==> src/rtl/denetim_durum_birimi_if.sv <==
// Hazard-control bundle between the five-stage pipeline and denetim_durum_birimi.
//   slave  : the controller (reads hazard info, drives stall/flush/forward selects)
//   master : the pipeline side (drives hazard info, consumes the controls)
// Signal names keep the pipeline's _i/_o suffixes as seen from the controller.
interface denetim_durum_birimi_if;
  // COZ stage operands
  logic [4:0]  coz_rs1_adres_i;
  logic [4:0]  coz_rs2_adres_i;
  logic        coz_rs1_kullan_i;
  logic        coz_rs2_kullan_i;
  // YURUT / GERIYAZ destinations
  logic [4:0]  yrt_rd_adres_i;
  logic        yrt_yaz_yazmac_i;
  logic        yrt_bellek_oku_i;
  logic [4:0]  gy_rd_adres_i;
  logic        gy_yaz_yazmac_i;
  // Events
  logic        yrt_cok_cevrim_basla_i;
  logic        yrt_cok_cevrim_bitti_i;
  logic        yrt_atlama_i;
  logic        bellek_bekle_i;
  // Controls back to the pipeline
  logic        gtr_durdur_o;
  logic        coz_durdur_o;
  logic        yrt_durdur_o;
  logic        gtr_bosalt_o;
  logic        coz_bosalt_o;
  logic        yrt_bosalt_o;
  logic [1:0]  yonlendir_kontrol1_o;
  logic [1:0]  yonlendir_kontrol2_o;
  // Status
  logic [1:0]  durum_o;
  logic        zaman_asimi_o;
  logic [31:0] durdur_sayac_o;

  modport slave (
    input  coz_rs1_adres_i, coz_rs2_adres_i, coz_rs1_kullan_i, coz_rs2_kullan_i,
           yrt_rd_adres_i, yrt_yaz_yazmac_i, yrt_bellek_oku_i,
           gy_rd_adres_i, gy_yaz_yazmac_i,
           yrt_cok_cevrim_basla_i, yrt_cok_cevrim_bitti_i, yrt_atlama_i, bellek_bekle_i,
    output gtr_durdur_o, coz_durdur_o, yrt_durdur_o,
           gtr_bosalt_o, coz_bosalt_o, yrt_bosalt_o,
           yonlendir_kontrol1_o, yonlendir_kontrol2_o,
           durum_o, zaman_asimi_o, durdur_sayac_o
  );

  modport master (
    output coz_rs1_adres_i, coz_rs2_adres_i, coz_rs1_kullan_i, coz_rs2_kullan_i,
           yrt_rd_adres_i, yrt_yaz_yazmac_i, yrt_bellek_oku_i,
           gy_rd_adres_i, gy_yaz_yazmac_i,
           yrt_cok_cevrim_basla_i, yrt_cok_cevrim_bitti_i, yrt_atlama_i, bellek_bekle_i,
    input  gtr_durdur_o, coz_durdur_o, yrt_durdur_o,
           gtr_bosalt_o, coz_bosalt_o, yrt_bosalt_o,
           yonlendir_kontrol1_o, yonlendir_kontrol2_o,
           durum_o, zaman_asimi_o, durdur_sayac_o
  );
endinterface

==> src/rtl/denetim_durum_birimi.sv <==
// Denetim Durum Birimi: hazard, stall and flush controller of the five-stage core.
// Ports:
//   clk_i  - core clock
//   rst_ni - asynchronous active-low reset
//   bus    - denetim_durum_birimi_if.slave: hazard inputs, stall/flush/forward
//            controls (combinational), state / timeout flag / stall counter (registered)
// Parameter:
//   ZAMAN_ASIMI - cycles allowed in COK_CEVRIM before a forced exit (2..255)
module denetim_durum_birimi #(
  parameter int unsigned ZAMAN_ASIMI = 64
) (
  input  logic                        clk_i,
  input  logic                        rst_ni,
  denetim_durum_birimi_if.slave       bus
);

  typedef enum logic [1:0] {
    CALIS      = 2'b00,
    YUK_BEKLE  = 2'b01,
    COK_CEVRIM = 2'b10
  } durum_t;

  localparam logic [7:0] SON_SAYI = 8'(ZAMAN_ASIMI - 1);

  durum_t      durum_q, durum_d;
  logic [7:0]  zs_q;
  logic        zs_sifirla, zs_artir, zaman_kur;
  logic        zaman_asimi_q;
  logic [31:0] durdur_sayac_q;
  logic        yu;
  logic        gtr_durdur, coz_durdur, yrt_durdur;
  logic        gtr_bosalt, coz_bosalt, yrt_bosalt;

  // A load in YURUT cannot forward yet; its value is taken from GERIYAZ next cycle.
  function automatic logic [1:0] yonlendir(
    input logic [4:0] rs,
    input logic [4:0] yrt_rd, input logic yrt_yaz, input logic yrt_oku,
    input logic [4:0] gy_rd,  input logic gy_yaz
  );
    if (yrt_yaz && (yrt_rd != 5'd0) && (yrt_rd == rs) && !yrt_oku) return 2'b01;
    if (gy_yaz && (gy_rd != 5'd0) && (gy_rd == rs))                 return 2'b10;
    return 2'b00;
  endfunction

  assign bus.yonlendir_kontrol1_o = yonlendir(bus.coz_rs1_adres_i,
      bus.yrt_rd_adres_i, bus.yrt_yaz_yazmac_i, bus.yrt_bellek_oku_i,
      bus.gy_rd_adres_i, bus.gy_yaz_yazmac_i);
  assign bus.yonlendir_kontrol2_o = yonlendir(bus.coz_rs2_adres_i,
      bus.yrt_rd_adres_i, bus.yrt_yaz_yazmac_i, bus.yrt_bellek_oku_i,
      bus.gy_rd_adres_i, bus.gy_yaz_yazmac_i);

  assign yu = bus.yrt_bellek_oku_i && bus.yrt_yaz_yazmac_i && (bus.yrt_rd_adres_i != 5'd0) &&
              ((bus.coz_rs1_kullan_i && (bus.yrt_rd_adres_i == bus.coz_rs1_adres_i)) ||
               (bus.coz_rs2_kullan_i && (bus.yrt_rd_adres_i == bus.coz_rs2_adres_i)));

  always_comb begin
    // NOTE: every signal gets a default before any branch so no path leaves one
    // unassigned; otherwise synthesis would infer a latch.
    durum_d    = durum_q;
    gtr_durdur = 1'b0;
    coz_durdur = 1'b0;
    yrt_durdur = 1'b0;
    gtr_bosalt = 1'b0;
    coz_bosalt = 1'b0;
    yrt_bosalt = 1'b0;
    zs_sifirla = 1'b0;
    zs_artir   = 1'b0;
    zaman_kur  = 1'b0;

    if (bus.bellek_bekle_i) begin
      // Memory wait freezes everything; a bitti arriving now is held by YURUT.
      gtr_durdur = 1'b1;
      coz_durdur = 1'b1;
      yrt_durdur = 1'b1;
    end else begin
      gtr_bosalt = bus.yrt_atlama_i;
      coz_bosalt = bus.yrt_atlama_i;
      unique case (durum_q)
        CALIS: begin
          if (bus.yrt_cok_cevrim_basla_i) begin
            durum_d    = COK_CEVRIM;
            zs_sifirla = 1'b1;
          end else if (yu && !bus.yrt_atlama_i) begin
            // The flushed path would make the bubble pointless, so a jump wins.
            gtr_durdur = 1'b1;
            coz_durdur = 1'b1;
            yrt_bosalt = 1'b1;
            durum_d    = YUK_BEKLE;
          end
        end
        YUK_BEKLE: durum_d = CALIS;
        COK_CEVRIM: begin
          if (bus.yrt_cok_cevrim_bitti_i) begin
            durum_d = CALIS;
          end else if (zs_q == SON_SAYI) begin
            zaman_kur = 1'b1;
            durum_d   = CALIS;
          end else begin
            gtr_durdur = 1'b1;
            coz_durdur = 1'b1;
            yrt_durdur = 1'b1;
            zs_artir   = 1'b1;
          end
        end
        default: durum_d = CALIS;
      endcase
    end
  end

  always_ff @(posedge clk_i or negedge rst_ni) begin
    // NOTE: registers use non-blocking assignments so every flop samples the
    // pre-edge values regardless of statement order.
    if (!rst_ni) begin
      durum_q        <= CALIS;
      zs_q           <= 8'd0;
      zaman_asimi_q  <= 1'b0;
      durdur_sayac_q <= 32'd0;
    end else begin
      durum_q <= durum_d;
      if (zs_sifirla)    zs_q <= 8'd0;
      else if (zs_artir) zs_q <= zs_q + 8'd1;
      if (zaman_kur)     zaman_asimi_q <= 1'b1;
      if (coz_durdur && (durdur_sayac_q != 32'hFFFF_FFFF))
        durdur_sayac_q <= durdur_sayac_q + 32'd1;
    end
  end

  assign bus.gtr_durdur_o   = gtr_durdur;
  assign bus.coz_durdur_o   = coz_durdur;
  assign bus.yrt_durdur_o   = yrt_durdur;
  assign bus.gtr_bosalt_o   = gtr_bosalt;
  assign bus.coz_bosalt_o   = coz_bosalt;
  assign bus.yrt_bosalt_o   = yrt_bosalt;
  assign bus.durum_o        = durum_q;
  assign bus.zaman_asimi_o  = zaman_asimi_q;
  assign bus.durdur_sayac_o = durdur_sayac_q;

endmodule

==> src/flat_wrapper.sv <==
// flat-port wrapper written by rule: the top's interface ports become plain ports
module denetim_durum_birimi_flat 
#(
  parameter int unsigned ZAMAN_ASIMI = 64
)
  (clk_i, rst_ni, bus_coz_rs1_adres_i, bus_coz_rs2_adres_i, bus_coz_rs1_kullan_i, bus_coz_rs2_kullan_i, bus_yrt_rd_adres_i, bus_yrt_yaz_yazmac_i, bus_yrt_bellek_oku_i, bus_gy_rd_adres_i, bus_gy_yaz_yazmac_i, bus_yrt_cok_cevrim_basla_i, bus_yrt_cok_cevrim_bitti_i, bus_yrt_atlama_i, bus_bellek_bekle_i, bus_gtr_durdur_o, bus_coz_durdur_o, bus_yrt_durdur_o, bus_gtr_bosalt_o, bus_coz_bosalt_o, bus_yrt_bosalt_o, bus_yonlendir_kontrol1_o, bus_yonlendir_kontrol2_o, bus_durum_o, bus_zaman_asimi_o, bus_durdur_sayac_o);
  denetim_durum_birimi_if bus_i ();
  input  logic clk_i;
  input  logic rst_ni;
  input wire logic [$bits(bus_i.coz_rs1_adres_i)-1:0] bus_coz_rs1_adres_i;
  input wire logic [$bits(bus_i.coz_rs2_adres_i)-1:0] bus_coz_rs2_adres_i;
  input wire logic [$bits(bus_i.coz_rs1_kullan_i)-1:0] bus_coz_rs1_kullan_i;
  input wire logic [$bits(bus_i.coz_rs2_kullan_i)-1:0] bus_coz_rs2_kullan_i;
  input wire logic [$bits(bus_i.yrt_rd_adres_i)-1:0] bus_yrt_rd_adres_i;
  input wire logic [$bits(bus_i.yrt_yaz_yazmac_i)-1:0] bus_yrt_yaz_yazmac_i;
  input wire logic [$bits(bus_i.yrt_bellek_oku_i)-1:0] bus_yrt_bellek_oku_i;
  input wire logic [$bits(bus_i.gy_rd_adres_i)-1:0] bus_gy_rd_adres_i;
  input wire logic [$bits(bus_i.gy_yaz_yazmac_i)-1:0] bus_gy_yaz_yazmac_i;
  input wire logic [$bits(bus_i.yrt_cok_cevrim_basla_i)-1:0] bus_yrt_cok_cevrim_basla_i;
  input wire logic [$bits(bus_i.yrt_cok_cevrim_bitti_i)-1:0] bus_yrt_cok_cevrim_bitti_i;
  input wire logic [$bits(bus_i.yrt_atlama_i)-1:0] bus_yrt_atlama_i;
  input wire logic [$bits(bus_i.bellek_bekle_i)-1:0] bus_bellek_bekle_i;
  output wire logic [$bits(bus_i.gtr_durdur_o)-1:0] bus_gtr_durdur_o;
  output wire logic [$bits(bus_i.coz_durdur_o)-1:0] bus_coz_durdur_o;
  output wire logic [$bits(bus_i.yrt_durdur_o)-1:0] bus_yrt_durdur_o;
  output wire logic [$bits(bus_i.gtr_bosalt_o)-1:0] bus_gtr_bosalt_o;
  output wire logic [$bits(bus_i.coz_bosalt_o)-1:0] bus_coz_bosalt_o;
  output wire logic [$bits(bus_i.yrt_bosalt_o)-1:0] bus_yrt_bosalt_o;
  output wire logic [$bits(bus_i.yonlendir_kontrol1_o)-1:0] bus_yonlendir_kontrol1_o;
  output wire logic [$bits(bus_i.yonlendir_kontrol2_o)-1:0] bus_yonlendir_kontrol2_o;
  output wire logic [$bits(bus_i.durum_o)-1:0] bus_durum_o;
  output wire logic [$bits(bus_i.zaman_asimi_o)-1:0] bus_zaman_asimi_o;
  output wire logic [$bits(bus_i.durdur_sayac_o)-1:0] bus_durdur_sayac_o;
  assign bus_i.coz_rs1_adres_i = bus_coz_rs1_adres_i;
  assign bus_i.coz_rs2_adres_i = bus_coz_rs2_adres_i;
  assign bus_i.coz_rs1_kullan_i = bus_coz_rs1_kullan_i;
  assign bus_i.coz_rs2_kullan_i = bus_coz_rs2_kullan_i;
  assign bus_i.yrt_rd_adres_i = bus_yrt_rd_adres_i;
  assign bus_i.yrt_yaz_yazmac_i = bus_yrt_yaz_yazmac_i;
  assign bus_i.yrt_bellek_oku_i = bus_yrt_bellek_oku_i;
  assign bus_i.gy_rd_adres_i = bus_gy_rd_adres_i;
  assign bus_i.gy_yaz_yazmac_i = bus_gy_yaz_yazmac_i;
  assign bus_i.yrt_cok_cevrim_basla_i = bus_yrt_cok_cevrim_basla_i;
  assign bus_i.yrt_cok_cevrim_bitti_i = bus_yrt_cok_cevrim_bitti_i;
  assign bus_i.yrt_atlama_i = bus_yrt_atlama_i;
  assign bus_i.bellek_bekle_i = bus_bellek_bekle_i;
  assign bus_gtr_durdur_o = bus_i.gtr_durdur_o;
  assign bus_coz_durdur_o = bus_i.coz_durdur_o;
  assign bus_yrt_durdur_o = bus_i.yrt_durdur_o;
  assign bus_gtr_bosalt_o = bus_i.gtr_bosalt_o;
  assign bus_coz_bosalt_o = bus_i.coz_bosalt_o;
  assign bus_yrt_bosalt_o = bus_i.yrt_bosalt_o;
  assign bus_yonlendir_kontrol1_o = bus_i.yonlendir_kontrol1_o;
  assign bus_yonlendir_kontrol2_o = bus_i.yonlendir_kontrol2_o;
  assign bus_durum_o = bus_i.durum_o;
  assign bus_zaman_asimi_o = bus_i.zaman_asimi_o;
  assign bus_durdur_sayac_o = bus_i.durdur_sayac_o;
  denetim_durum_birimi #(.ZAMAN_ASIMI(ZAMAN_ASIMI)) u_core (.clk_i(clk_i), .rst_ni(rst_ni), .bus(bus_i));
endmodule
==> config.mk <==
export PLATFORM = sky130hd
export DESIGN_NAME = denetim_durum_birimi_flat
export DESIGN_NICKNAME = d
export VERILOG_FILES = /design/src/rtl/denetim_durum_birimi_if.sv /design/src/rtl/denetim_durum_birimi.sv /design/src/flat_wrapper.sv
export SDC_FILE = /design/constraint.sdc
export NUM_CORES = 1
export LEC_CHECK = 0
export ABC_AREA = 1
export BUFFER_PORTS_ARGS = -buffer_cell sky130_fd_sc_hd__buf_2
export CORE_MARGIN = 2
export CORE_UTILIZATION = 30
export CTS_CLUSTER_DIAMETER = 60
export DETAILED_ROUTE_END_ITERATION = 8
export HOLD_SLACK_MARGIN = 0.02
export MAX_ROUTING_LAYER = met4
export PLACE_DENSITY = 0.62
export SETUP_SLACK_MARGIN = 0.02
export SLEW_MARGIN = 20
export SYNTH_ARGS = -nofsm -noshare
export SYNTH_HDL_FRONTEND = slang
export SYNTH_SLANG_ARGS = --single-unit
==> constraint.sdc <==
create_clock -name clk_i -period 2.3 [get_ports clk_i]
set_input_delay 0.46 -clock clk_i [delete_from_list [all_inputs] [get_ports clk_i]]
set_output_delay 0.46 -clock clk_i [all_outputs]
set_load 0.02 [all_outputs]
==> key figures, run 1 <==
Outcome
  – Outcome: finished, final reports clean

Run
  – Max_cap viols: 0

Synth
  – Number of synthesized register bits: 43
  – Post-Syn Area: 3150 um2
  – Sequential area share after synthesis: about 34%
  – Syn_area_per_cell: 7.01 um2
  – Post-Syn Instances: 450
  – Yosys cell types: 33
  – Yosys warns: 0
  – Syn_nets: 483

Placement
  – Port Buffers: 75
  – Post-DP HPWL: 6590 um
  – Gpl congestion: 0.963
  – Placement Setup Slack: about 0.28 ns
  – Placed Area: 3660 um2

Hold path
  – Min-Delay Path Class: input port to asynchronous set/reset pin

Timing
  – Setup TNS: 0 ns
  – Worst slew pin tran: approximately 0.65 ns
  – Rel. slew slack: 56.8%
  – Final setup violation count: 0
  – Final Cycle Share: 94.3%
  – F_max: 461 MHz
  – RSZ-0062 raised after global routing: false
  – Hold Fails Final Rpt: 0
  – Max-slew violation count: 0
  – Clock period minus worst slack: ~2.2 ns
  – Worst Skew: 0.00684 ns
  – Final worst slack: roughly 0.13 ns

GRT
  – Total congestion overflow: 0
  – Initial antenna violation count: 0
  – Vias in the first global route: 2,936
  – GRT Resource Usage Total: around 16%
  – Largest net degree at the start of global routing: 33
  – First-pass GRT wire length: roughly 14,000 um

Clock tree
  – Hold Buf Count CTS: 0
  – Clock insertion delay at the later pin of the skew report: 0.30 ns
  – TritonCTS Buffers: 5
  – CTS H-tree lvls: 2
  – Clock Tree Buf Depth: 2
  – Clk root buf: clkbuf_8
  – CTS Sinks: 43
  – Worst-path clk slew: around 0.080 ns
  – CTS tree: built

Pwr
  – Clock share of power: approximately 22%
  – Switching Share: between 30 and 40%
  – NetSw: roughly 780 uW
  – VDD IR max: 0.253 mV
  – Design Power: roughly 2100 uW
  – P_leak: 0.00208 uW
  – Combinational share of power: a little under a third
  – Cell internal pwr: ~1300 uW
  – PD cells: roughly 550 nW/um2
  – Flop pwr share: 45.8%

Layout
  – N_diodes: 0
  – Layout area overhead: 20.5%
  – Util after Layout: 37.0%
  – Most common cell after layout, fill and taps aside: nand2_1
  – # nets final: about 570
  – Fill cells: 1,136
  – Most frequent cells in the layout: nand2_1 (157), buf_2 (73), nand3_1 (48), dfrtp_1 (43), nor2_1 (42)
  – Fraction of layout cells with a size suffix above 1: between 20% and 30%
  – Final Instance Area: 3800 um2

Detailed routing
  – Vias per inst: 4.61
  – Routed met3 length: 481 um
  – Vias: 3,092
  – Detailed Route WL: 8170 um
  – Met1 Routed Length: between 3000 and 4000 um
  – Met2 wire length: ~3700 um
  – DRT iter0 DRCs: 117
  – WL per Instance: roughly 12 um
  – DRC: 0
  – DR top layer: met4
  – Pre-Repair DR Iteration Count: 4
  – Post-DRT Antenna Nets: 0

Floorplanning
  – Initial Utilization: between 30 and 40%
  – Top Ports: 76
  – Die height: 107 um
  – Die X: 107 um
  – Core area: 10,300 um2
  – Row cnt: 37
  – Die footprint: 11,400 um2

Setup path
  – Maximum net fanout on the critical path: 7
  – Arr. time, crit path: about 1.7 ns
  – Data required time of the critical path: about 1.8 ns
  – Crit Path Category: flip-flop to output pin
  – Critical R2R Launch: u_core.zs_q[0]
  – CP startpoint: u_core.zs_q[0]
  – Kind of start point of the critical path: flip-flop
  – Crit. End Element: output pin
-- final timing paths --
kind                                                  to  slack (ns)  cells after the start
setup reg to reg           u_core.bus.durdur_sayac_o[28]        0.41                     10
hold reg to reg                 u_core.bus.zaman_asimi_o        0.48                      1
min in group clk_i                 u_core.bus.durum_o[0]        0.45                      2
setup / recovery                        bus_coz_durdur_o        0.13                      7
max in group asynchronous   u_core.bus.durdur_sayac_o[6]        1.55                      2
hold / removal             u_core.bus.durdur_sayac_o[24]        0.18                      1
-- flip-flops by register name, summed over array words and instances, names as in the netlist --
| signal | flops |
|---|---|
| u_core.bus.durum_o | 2 |
| u_core.bus.durdur_sayac_o | 32 |
| u_core.bus.zaman_asimi_o | 1 |
| u_core.zs_q | 8 |
-- power by group through the flow --
stage	registers [uW]	clock network, uW	logic (uW)
6_report	960	470	664
5_1_grt	979	521	738
4_1_cts	960	497	636
3_5_place_dp	975	0	610
3_3_place_gp	969	0	596
2_1_floorplan	1020	0	371
-- worst max-delay path: stages (launching register included) --
cell     delay (ns)
dfrtp_1        0.38
ha_2           0.22
nand2_4        0.08
nor2_8         0.13
nand3_4        0.09
a21oi_4        0.20
nand2_4        0.12
buf_4          0.18
-- kinds of logic after synthesis --
group                    count (synthesis)  share of synthesized area (%)
AND/OR/NAND/NOR                        294                           42.5
buffers and inverters                   57                           8.25
multiplexers                             1                          0.317
flip-flops                              43                           34.1
adder cells (fa/ha/maj)                  2                          0.793
AO/OA/AOI/OAI                           12                           2.62
XOR/XNOR                                41                           11.4
-- area by class of cell --
class                   count  area (um2)  share of cell area, %
clock buffers               6        72.6                   1.91
clock inverters             2        12.5                  0.329
inverters                  46         173                   4.54
multi-input cells         350        1830                   48.1
flip-flops and latches     43        1080                   28.3
well taps                 136         170                   4.48
repair buffers             87         470                   12.4
-- synth_stat cells (all sizes together) --
library cell	number	share of area, %
nand4	9	1.8
buf	9	2.5
nand3b	4	0.95
xor2	25	6.9
nor3	20	4.0
a21oi	5	1.2
nor2	44	6.0
o21bai	1	0.24
nand2	164	20
mux2i	1	0.32
clkbuf	2	0.24
inv	46	5.5
dfrtp	43	34
o31ai	2	0.48
ha	2	0.79
xnor2	16	4.4
o41ai	1	0.28
nand3	52	9.1
or2	1	0.20
o21ai	3	0.48
-- per-layer routing --
layer | GRT usage [%] | up-vias
met2 | 24.6 | 97
met1 | 20.4 | 1397
met5 | - | -
met3 | 2.70 | 10
met4 | 4.82 | 0
li1 | - | 1588
-- per-stage QoR --
step	hold slack, ns	instances
2_1_floorplan	0.164	450
3_3_place_gp	0.469	656
3_5_place_dp	0.466	656
4_1_cts	0.199	665
5_1_grt	0.224	670
6_report	0.178	670
-- repair_timing --
action	4_1_cts	5_1_grt
setup endpoints to repair	2	2
buffers inserted	1	5
pin swaps	0	3
resized for setup	1	4
Power figures use the tool's default switching activity.
==> inputs of run 2 (changes only) <==
Settings changed: ABC_AREA 1 to unset, PLACE_DENSITY 0.62 to 0.63.
==> key figures, run 2 <==
Pwr
  – Switching Share: 34.9% (-2.5 points)
  – Cell internal pwr: 1300 uW (-1.2%)
  – Flop pwr share: 47.3% (+1.5 points)
  – VDD IR max: 0.522 mV (+110%)
  – Combinational share of power: 29.3% (-2.4 points)
  – PD cells: 589 nW/um2 (+6.9%)
  – Clock share of power: 23.4% (+1.0 points)
  – P_leak: 0.00170 uW (-18%)
  – NetSw: 695 uW (-11%)
  – Design Power: 1990 uW (-4.9%)

Setup path
  – Data required time of the critical path: 1.84 ns (about the same)
  – Arr. time, crit path: 1.79 ns (+0.08 ns)
  – Critical R2R Launch: u_core.bus.durum_o[0]
  – Crit Path Category: input port to output pin
  – R2R setup slack: 0.22 ns (-0.19 ns)
  – Crit. End Element: output pin
  – Reg2Reg Depth: 8 (-2)
  – Maximum net fanout on the critical path: 3 (-4)
  – CP startpoint: bus_yrt_rd_adres_i[2]
  – Critical Path End: bus_gtr_durdur_o
  – Kind of start point of the critical path: input port
  – RR Endpoint: u_core.bus.durdur_sayac_o[23]

Timing
  – Final Cycle Share: 97.9% (+3.6 points)
  – RSZ-0062 raised after global routing: true
  – F_max: 444 MHz (-3.7%)
  – Worst Skew: 0.00886 ns (+0.00202 ns)
  – Hold Fails Final Rpt: 0 (unchanged)
  – Worst slew pin tran: 0.604 ns (-0.0436 ns)
  – Setup TNS: 0 ns (unchanged)
  – Max-slew violation count: 0 (unchanged)
  – Rel. slew slack: 59.6% (+2.8 points)
  – Final setup violation count: 0 (unchanged)
  – Clock period minus worst slack: 2.25 ns (+0.0831 ns)
  – Worst hold margin: 0.131 ns (-0.0465 ns)

Synth
  – Syn_area_per_cell: 10.0 um2 (+43%)
  – Post-synth top flop: dfrtp_1
  – Sequential area share after synthesis: 42.6% (+8.5 points)
  – Count leader, synth: xor2_1
  – Largest cells by area after synthesis: dfrtp_1 (43%), xor2_1 (18%), nor2_1 (5.0%), nand3_1 (3.8%), nand4_1 (3.0%)
  – Post-synth top cells: xor2_1 (51), dfrtp_1 (43), nor2_1 (34), nand3_1 (19), nand4_1 (12)
  – Number of synthesized register bits: 43 (unchanged)
  – Post-Syn Instances: 252 (-44%)
  – Largest area contributor in the netlist: dfrtp_1
  – Yosys warns: 0 (unchanged)
  – Syn_nets: 285 (-41%)
  – Post-Syn Area: 2530 um2 (-20%)
  – Yosys cell types: 45 (+36%)
  – Synth top area share: 42.6% (+8.5 points)
  – Asr flop ratio synth: 100% (unchanged)
  – EDFF count, synth: 0 (unchanged)

Detailed routing
  – WL per Instance: 14.2 um (+17%)
  – DRT iter0 DRCs: 104 (-11%)
  – Post-DRT Antenna Nets: 0 (unchanged)
  – Detailed Route WL: 6540 um (-20%)
  – DRC: 0 (unchanged)
  – Pre-Repair DR Iteration Count: 4 (unchanged)
  – Vias per inst: 4.91 (+6.4%)
  – Vias: 2,258 (-27%)

Clock tree
  – Clk root buf: clkbuf_8
  – CTS H-tree lvls: 2 (unchanged)
  – Hold Buf Count CTS: 0 (unchanged)
  – Clock Tree Buf Depth: 2 (unchanged)
  – CTS Sinks: 43 (unchanged)
  – Worst-path clk slew: 0.07 ns (about the same)
  – CTS tree: built
  – TritonCTS Buffers: 5 (unchanged)
  – Clock insertion delay at the later pin of the skew report: 0.29 ns (about the same)

GRT
  – Largest net degree at the start of global routing: 22 (-33%)
  – Initial antenna violation count: 0 (unchanged)
  – First-pass GRT wire length: 10,400 um (-25%)
  – GRT Resource Usage Total: 14.8% (-0.74 points)
  – Vias in the first global route: 2,216 (-25%)
  – Total congestion overflow: 0 (unchanged)

Placement
  – Placed Area: 3160 um2 (-14%)
  – Gpl congestion: 0.782 (-19%)
  – Post-DP HPWL: 5000 um (-24%)
  – Port Buffers: 75 (unchanged)

Outcome
  – Outcome: finished, final reports clean

Layout
  – Layout area overhead: 33.9%
  – # nets final: 387 (-32%)
  – Fill cells: 811 (-29%)
  – Most common cell after layout, fill and taps aside: buf_2
  – Fraction of layout cells with a size suffix above 1: 38.3% (+16 points)
  – Final Instance Area: 3380 um2 (-11%)
  – N_diodes: 0 (unchanged)
  – Util after Layout: 41.4% (+4.4 points)
  – Most frequent cells in the layout: buf_2 (69), xor2_1 (51), dfrtp_1 (43), nor2_1 (33), buf_4 (29)
  – Max FFs per register: 32 (unchanged)

Floorplanning
  – Core area: 8180 um2 (-20%)
  – Die footprint: 9170 um2 (-19%)
  – Initial Utilization: 30.9% (+0.22 points)
  – Top Ports: 76 (unchanged)
  – Die X: 95.8 um (-10%)
  – Row cnt: 33 (-11%)
  – Die height: 95.8 um (-10%)

Hold path
  – Min-Delay Path Class: input port to asynchronous set/reset pin

Run
  – Max_cap viols: 0 (unchanged)
[run 2: cell types whose count changed in the layout (fill, tap and decap cells not counted), moves of 5 or more]
| cell | delta |
|---|---|
| nand2_1 | -148 |
| inv_1 | -34 |
| nand3_1 | -29 |
| xor2_1 | +26 |
| buf_4 | +15 |
| nor3_1 | -11 |
| nor2_1 | -9 |
| xnor2_1 | -9 |
| and4_1 | +5 |
[run 2: metal layers]
| metal | GRT usage [%] | wire length [um] |
|---|---|---|
| met5 | - | 0 |
| met4 | 3.10 | 46 |
| met3 | 3.45 | 484 |
| met2 | 24.0 | 3070 |
| met1 | 19.0 | 2940 |
[run 2: logic make-up (layout without fill, tap and decap cells)]
group	after synthesis	count (layout)	share of synthesized area, %
compound gates	14	14	5.20
buf+inv	16	119	3.32
flops	43	43	42.6
simple gates	118	118	27.4
fa+ha+maj	2	2	0.990
xor+xnor	58	58	20.1
mux	1	1	0.446
[run 2: power by group through the flow]
stage	clock network, uW	logic (uW)	registers [uW]
CTS	480	569	944
global placement	0	544	954
floorplan	0	249	1020
finish	466	583	942
global route	517	636	961
detailed placement	0	552	958
[run 2: critical path, cell delays in order]
cell and delay, ns:
buf_8 0.10, or4_4 0.52, o21ai_2 0.16, buf_4 0.15, nor2_4 0.04, a21oi_2 0.16
inv_2 0.07, buf_6 0.13
[run 2: area by class of cell]
type / instances / area [um2] / area share [%]
Clock inverter: 1 / 5.00 / 0.148
Inverter: 9 / 33.8 / 0.999
Clock buffer: 7 / 76.3 / 2.26
Multi-Input combinational cell: 193 / 1450 / 42.8
Timing Repair Buffer: 102 / 612 / 18.1
Sequential cell: 43 / 1080 / 31.8
Tap cell: 105 / 131 / 3.88
[run 2: per-stage QoR]
stage / worst slack [ns] / cells
5_1_grt: -0.0302 / 460
2_1_floorplan: 0.00109 / 252
3_5_place_dp: -0.0816 / 444
4_1_cts: -0.00666 / 454
6_report: 0.0478 / 460
3_3_place_gp: -0.0632 / 444
[run 2: worst min path at each step]
stage | slack (ns) | startpoint | to | depth (start not counted)
final | 0.13 | rst_ni | u_core.bus.durdur_sayac_o[7] | 1
after floorplan | 0.16 | rst_ni | u_core.bus.durdur_sayac_o[0] | 0
after global routing | 0.16 | rst_ni | u_core.bus.durdur_sayac_o[6] | 1
after global placement | 0.46 | rst_ni | u_core.bus.durdur_sayac_o[6] | 1
after detailed placement | 0.47 | rst_ni | u_core.bus.durdur_sayac_o[6] | 1
after CTS | 0.15 | rst_ni | u_core.bus.durdur_sayac_o[0] | 1
[run 2: timing repair]
| item | in CTS | in global routing |
|---|---|---|
| buffers inserted | 2 | 6 |
| setup endpoints to repair | 5 | 5 |
| pin swaps | 5 | 8 |
| gates cloned | 0 | 0 |
| gates resized for setup | 15 | 8 |
